$ cat config.mk
export PLATFORM = sky130hd
export DESIGN_NAME = gray_code_counter
export DESIGN_NICKNAME = d
export VERILOG_FILES = /design/src/rtl/gray_pkg.sv /design/src/rtl/gray_to_bin.sv /design/src/rtl/gray_code_counter.sv
export SDC_FILE = /design/constraint.sdc
export NUM_CORES = 1
export LEC_CHECK = 0
export CORE_AREA = 2 2 52 54
export CTS_BUF_LIST = sky130_fd_sc_hd__clkbuf_16
export CTS_CLUSTER_DIAMETER = 60
export CTS_CLUSTER_SIZE = 10
export DETAILED_ROUTE_END_ITERATION = 10
export DIE_AREA = 0 0 54 56
export PLACE_DENSITY_LB_ADDON = 0.12
export SKIP_LAST_GASP = 1
export SYNTH_ARGS = -nofsm -noshare
export SYNTH_HDL_FRONTEND = slang
export SYNTH_SLANG_ARGS = --single-unit
$ cat constraint.sdc
create_clock -name clk -period 2.1 [get_ports clk]
set_input_delay 0.21 -clock clk [delete_from_list [all_inputs] [get_ports clk]]
set_output_delay 0.21 -clock clk [all_outputs]
set_load 0.02 [all_outputs]
$ cat src/rtl/gray_pkg.sv
// Width-generic binary/Gray conversion helpers shared by the counter and standalone converters.
// Operands are carried in 32 bits; bits at or above the width argument are ignored.
package gray_pkg;

    function automatic logic [31:0] width_mask(input int unsigned width);
        if (width >= 32) begin
            return '1;
        end
        return (32'd1 << width) - 32'd1;
    endfunction

    function automatic logic [31:0] bin2gray(input logic [31:0] bin, input int unsigned width);
        logic [31:0] b;
        b = bin & width_mask(width);
        return b ^ (b >> 1);
    endfunction

    // Upper bits are zeroed first, so the prefix-XOR runs uniformly over all 32 bits.
    function automatic logic [31:0] gray2bin(input logic [31:0] gray, input int unsigned width);
        logic [31:0] g;
        logic [31:0] b;
        g = gray & width_mask(width);
        b = '0;
        b[31] = g[31];
        for (int i = 30; i >= 0; i--) begin
            b[i] = b[i+1] ^ g[i];
        end
        return b;
    endfunction

endpackage

$ cat src/rtl/gray_to_bin.sv
// Combinational Gray-to-binary converter used on the counter load path.
module gray_to_bin
    import gray_pkg::*;
#(
    parameter int unsigned WIDTH = 4
) (
    input  logic [WIDTH-1:0] gray,
    output logic [WIDTH-1:0] bin
);

    logic [31:0] bin_wide;

    always_comb begin
        bin_wide = gray2bin(32'(gray), WIDTH);
        bin      = bin_wide[WIDTH-1:0];
    end

endmodule

$ cat src/rtl/gray_code_counter.sv
// Up/down binary counter with registered Gray-code output and a registered wrap pulse.
// Gray is computed from the next count so gray_out comes straight from a flop.
module gray_code_counter
    import gray_pkg::*;
#(
    parameter int unsigned WIDTH   = 4,
    parameter int unsigned RST_VAL = 0
) (
    input  logic             clk,
    input  logic             rst,
    input  logic             en,
    input  logic             up,
    input  logic             load,
    input  logic             load_gray,
    input  logic [WIDTH-1:0] load_val,
    output logic [WIDTH-1:0] bin_out,
    output logic [WIDTH-1:0] gray_out,
    output logic             wrap
);

    localparam logic [WIDTH-1:0] RstBin = WIDTH'(RST_VAL);
    localparam logic [31:0] RstGrayWide = bin2gray(32'(RstBin), WIDTH);
    localparam logic [WIDTH-1:0] RstGray = RstGrayWide[WIDTH-1:0];

    logic [WIDTH-1:0] cnt_q, cnt_d;
    logic [WIDTH-1:0] gray_q, gray_d;
    logic             wrap_q, wrap_d;
    logic [WIDTH-1:0] load_bin;
    logic [31:0]      gray_wide;

    gray_to_bin #(
        .WIDTH(WIDTH)
    ) u_load_conv (
        .gray(load_val),
        .bin (load_bin)
    );

    // Priority: load > en > hold; a load never produces a wrap pulse.
    always_comb begin
        cnt_d  = cnt_q;
        wrap_d = 1'b0;
        if (load) begin
            cnt_d = load_gray ? load_bin : load_val;
        end else if (en) begin
            if (up) begin
                cnt_d  = cnt_q + 1'b1;
                wrap_d = (cnt_q == '1);
            end else begin
                cnt_d  = cnt_q - 1'b1;
                wrap_d = (cnt_q == '0);
            end
        end
        gray_wide = bin2gray(32'(cnt_d), WIDTH);
        gray_d    = gray_wide[WIDTH-1:0];
    end

    always_ff @(posedge clk or posedge rst) begin
        if (rst) begin
            cnt_q  <= RstBin;
            gray_q <= RstGray;
            wrap_q <= 1'b0;
        end else begin
            cnt_q  <= cnt_d;
            gray_q <= gray_d;
            wrap_q <= wrap_d;
        end
    end

    assign bin_out  = cnt_q;
    assign gray_out = gray_q;
    assign wrap     = wrap_q;

endmodule

# Yosys cells after proc, flatten, opt, wreduce, memory -nomap -nowiden
# Index checks and enable logic that the tools add are counted.
# classes
order_cmp,0
n_mul,0
muxes,7
add_sub_neg,2
n_reduce_logical,1
div_mod_pow,0
n_shift,0
eq_ne,1
n_bitwise,4
# op_table
cell,n
4-bit two-way mux,3
"4-bit by 1-bit adder with 4-bit output, second input constant",1
"4-bit equality test, second input constant",1
4-bit logical NOT,1
"4-bit by 1-bit subtractor with 4-bit output, second input constant",1
4-bit by 3-bit bitwise XOR with 4-bit output,1
1-bit two-way mux,3
3-bit two-way mux,1
1-bit bitwise XOR,3
# word_totals
ramBits,0
romBits,0
n_memories,0
out_inout_bits,9
reg_bits,9
in_bits,10
latchBits,0

# Depth between registers and ports, before layout
# depth
ltp_word,6
ltp_mapped,6

# By module
# From an unflattened synthesis, not the netlist that was laid out.
# hier_totals
hier_cells,55
hier_area_um2,579.3
# modules_own_cells
mod,instances,area_each_um2,cells_each,seq_area_each_um2
gray_code_counter,1,529.3,50,200.2
gray_to_bin,1,50.0,5,0.0

# Worst setup path before layout
# Ideal clock, no wire load.
# synth_timing
kind,register to register
startpoint,"reg cnt_q[0], in the netlist bin_out[0]"
endpoint,"reg gray_q[2], in the netlist gray_out[2]"
path_stages_with_launch,7
setup_time_ns,0.134
n_path_buf,0
setup_slack_ns,0.307
arrival_time_ns,1.659
required_ns,1.966
cell_sequence,dfrtp_1 -> inv_1 -> fa_1 -> xnor2_1 -> a211oi_1 -> a21oi_1 -> xor2_2
# synth_via
elab_chain_cells,5
word_cells_on_any_way,6
# synth_lines
element,line,rtl
from (decl),gray_code_counter.sv:25,"logic [WIDTH-1:0] cnt_q, cnt_d;"
from (signal assigned),gray_code_counter.sv:59,cnt_q <= RstBin;
from (signal assigned),gray_code_counter.sv:63,cnt_q <= cnt_d;
4-bit by 1-bit subtractor with 4-bit output / 4-bit by 1-bit adder with 4-bit output (equally long branches),"gray_code_counter.sv:49, gray_code_counter.sv:46",
4-bit two-way mux *,gray_code_counter.sv:45,if (up) begin
4-bit two-way mux *,gray_code_counter.sv:44,end else if (en) begin
4-bit two-way mux *,gray_code_counter.sv:42,if (load) begin
net cnt_d[2],gray_code_counter.sv:25,
4-bit by 3-bit bitwise XOR with 4-bit output *,gray_pkg.sv:15,return b ^ (b >> 1);
net gray_wide[2],gray_code_counter.sv:29,logic [31:0] gray_wide;
to (signal assigned),gray_code_counter.sv:60,gray_q <= RstGray;
to (signal assigned),gray_code_counter.sv:64,gray_q <= gray_d;
to (decl),gray_code_counter.sv:26,"logic [WIDTH-1:0] gray_q, gray_d;"
# Mark *: on every way through the listed nets, which the timed path passes. The rest lies on a longest branch.

# Worst setup path in the final report
# layout_timing
startpoint,in up
endpoint,"reg gray_q[1], in the netlist gray_out[1]"
# layout_via
elab_chain_cells,4
# layout_lines
element,line,rtl
from (decl),gray_code_counter.sv:12,"input logic up,"
4-bit two-way mux,gray_code_counter.sv:45,
4-bit two-way mux,gray_code_counter.sv:44,
4-bit two-way mux,gray_code_counter.sv:42,
net cnt_d[2],gray_code_counter.sv:25,
4-bit by 3-bit bitwise XOR with 4-bit output,gray_pkg.sv:15,
net gray_wide[1],gray_code_counter.sv:29,
# The timed path passes the listed nets, and every way through them passes these cells.

==> results by group <==
Final layout
  • Area growth syn-to-layout: 55.2%
  • Finished layout cell area: 915 µm²
  • Layout fillers: 248
  • Footprint of the multi-input gates: 354 µm²
  • Net count reported at finish: 97
  • FF+latch area: 200 µm²
  • Share of layout cells above drive strength 1: 0.159
  • Final core occ: 0.376
  • # diodes: 0
  • Post-route insts no fill: 112

Routing
  • Detailed-route via count: 491
  • Final WL: 1300 µm
  • Via density: 4.38
  • DRC: 0
  • DR WL/cell: 11.6 µm
  • DR pass1 iterations: 2
  • Initial DRC count: 5
  • Routed Antenna Nets: 0

CTS
  • CTS buffer count: 3
  • Clk root buf: clkbuf_16
  • Clk Latency, worst-skew pair: 0.23 ns
  • Clk buf depth: 2
  • CTS resizes: 0
  • Post-CTS Setup Inserts: 0
  • Clk sinks: 8
  • Hold_buf cts: 0
  • Worst-path clk slew: 0.04 ns
  • CTS tree: done
  • CTS H-tree depth: 1

Die
  • Core ar.: 0.00243 mm²
  • DIE WIDTH: 54 µm
  • Die footprint: 0.00302 mm²
  • # IOs: 19
  • Starting Density: 0.242
  • FP Rows: 18
  • Die Y: 56 µm

Timing
  • Final hold vios: 0
  • Final Slew Violations: 0
  • F_max: 533 MHz
  • Minimum clock period: 1.88 ns
  • Fin crit share: 0.894
  • Relative slew slack: 0.797
  • Slew at the pin with the worst max-slew slack: 0.304 ns
  • Final setup vio count: 0
  • Post-Route Skew: 0.00285 ns
  • RSZ-0062 raised after global routing: false

Placed design
  • Dpl cell area: 840 µm²
  • IO buf count: 18
  • Placed Cells incl. Taps: 109
  • Gpl congestion: 0.719
  • Final HPWL DP: 1070 µm

Yosys
  • Synth Area in XOR/XNOR: 0.172
  • Post-synthesis area per instance: 10.3 µm²
  • Top-count cell post-synth: dfrtp_1
  • Cells after Synth: 57
  • Synth area leader: dfrtp_1
  • Unique masters post-synth: 32
  • Share of Yosys cell area claimed by the top area cell type: 0.340
  • Synth Cell Area: 589 µm²
  • Synthesis-stage register bit count: 8
  • Top cells by area, synth: dfrtp_1, xor2_1, xnor2_1, ha_1, xor3_1
  • Top flip-flop cell by instance count after synthesis: dfrtp_1
  • Post-synth net total: 70
  • Synth async-reset ratio: 1.00
  • Sequential-to-total area share from yosys stat: 0.340
  • Synth Area in Adders: 0.0764
  • Compound-Gate Fraction of Synth Area: 0.140
  • Simple-Gate Fraction of Synth Area: 0.195
  • Yosys warns: 0
  • Top cells by count, synth: dfrtp_1, inv_1, xor2_1
  • Multiplexer share of the synthesized area: 0.0170
  • EDFF count, synth: 0
  • Largest family of logic cells by synthesized area: simple AND/OR/NAND/NOR gates

Run
  • Number of max-cap violations: 0

Global route
  • Total gr overflow: 0
  • Largest net degree at the start of global routing: 10
  • First-pass GRT wire length: 2280 µm
  • Initial antenna violation count: 0
  • Vias in the first global route: 515
  • GRT Total Usage: 0.0993

Setup path
  • Critical Path RT: 2.19 ns
  • Max stage delay cell, worst path: clkdlybuf4s50_1
  • Crit-path leading delay family: buffers and inverters
  • Max incr delay on CP: 0.54 ns
  • Cells along the critical path: clkdlybuf4s50_1 -> inv_1 -> ha_1 -> xnor2_1 -> a211oi_1 -> a21oi_1 -> buf_4 -> xor2_1
  • CP startpoint kind: input pin
  • Crit path DAT: 1.97 ns
  • Crit Path Class: in2reg
  • Worst path bufs/invs: 3
  • CP max FO: 4
  • Crit. End Element: flop

Power
  • Peak supply drop: 625 µV
  • Psw: 0.000260 W
  • Switching Share: 0.295
  • Internal Pwr Total: 0.000621 W
  • Power Density: 964 mW/mm²
  • Combinational power share: 0.399
  • Reg power frac: 0.245
  • Clock power share: 0.356
  • Static leakage: 0.398 nW

Worst hold path
  • Hold crit path type: in2async

Run status
  • Status: finished, final reports clean
[state kept, by name, summed over array words and instances, names as in the netlist]
signal    flops
bin_out       4
wrap          1
gray_out      3
[worst reg2reg max path, delay by kind of cell, from the launching register on]
kind | cells | cell delay, ns
fa+ha+maj | 1 | 0.37
flops | 1 | 0.43
compound gates | 2 | 0.30
buf+inv | 1 | 0.16
xor+xnor | 2 | 0.31
[power groups by stage]
stage | sequential, W | clock [W] | combinational (W)
finish | 0.000216 | 0.000314 | 0.000352
global placement | 0.000218 | 0 | 0.000357
floorplan | 0.000264 | 0 | 0.000149
CTS | 0.000217 | 0.000319 | 0.000356
detailed placement | 0.000218 | 0 | 0.000355
global route | 0.000222 | 0.000334 | 0.000388
[path summary, 6_finish.rpt]
path                             from     endpoint  slack (ns)  cells past startpoint
min                               rst   bin_out[2]        0.22                      2
min in group clk            load_gray   bin_out[1]        0.69                      3
max reg2reg                bin_out[2]  gray_out[1]        0.39                      6
max                                up  gray_out[1]        0.22                      8
min reg2reg                bin_out[2]         wrap        0.74                      2
max in group asynchronous         rst         wrap        1.64                      2
[routing by layer]
layer | part of all wire | up-vias | global-route usage
met1 | 0.48 | 226 | 0.128
li1 | - | 251 | -
met4 | 0 | 0 | 0.0321
met2 | 0.46 | 14 | 0.159
met3 | 0.057 | 0 | 0.0242
met5 | 0 | - | 0
[logic make-up after synthesis]
family | after synthesis
AND/OR/NAND/NOR | 18
XOR/XNOR | 9
buffers and inverters | 7
AO/OA/AOI/OAI | 11
flip-flops | 8
multiplexers | 1
adder cells (fa/ha/maj) | 3
[layout make-up]
class                           count  area share
Multi-Input combinational cell     42       0.387
Tap cell                           30      0.0410
Inverter                            4      0.0164
Clock buffer                        3      0.0821
Sequential cell                     8       0.219
Timing Repair Buffer               25       0.254
[placed cells by master, fill, tap and decap left out, drive strengths merged, types with 2 or more instances in the layout]
| cell type | n |
|---|---|
| clkbuf | 3 |
| dfrtp | 8 |
| nor2 | 3 |
| nor3b | 2 |
| a21oi | 3 |
| buf | 7 |
| a2bb2oi | 2 |
| ha | 2 |
| inv | 4 |
| xnor2 | 3 |
| clkdlybuf4s50 | 18 |
| nand2 | 3 |
| xor2 | 5 |
[per-stage QoR]
stage,power (W),hold WS (ns),setup slack (ns),TNS [ns]
6_report,0.000881,0.225,0.223,0
3_3_place_gp,0.000575,0.473,0.00392,0
2_1_floorplan,0.000413,0.0257,0.307,0
4_1_cts,0.000891,0.235,0.213,0
5_1_grt,0.000943,0.294,0.109,0
3_5_place_dp,0.000573,0.478,-0.0113,-0.0218
No activity file was read; power rests on OpenSTA's default activity.
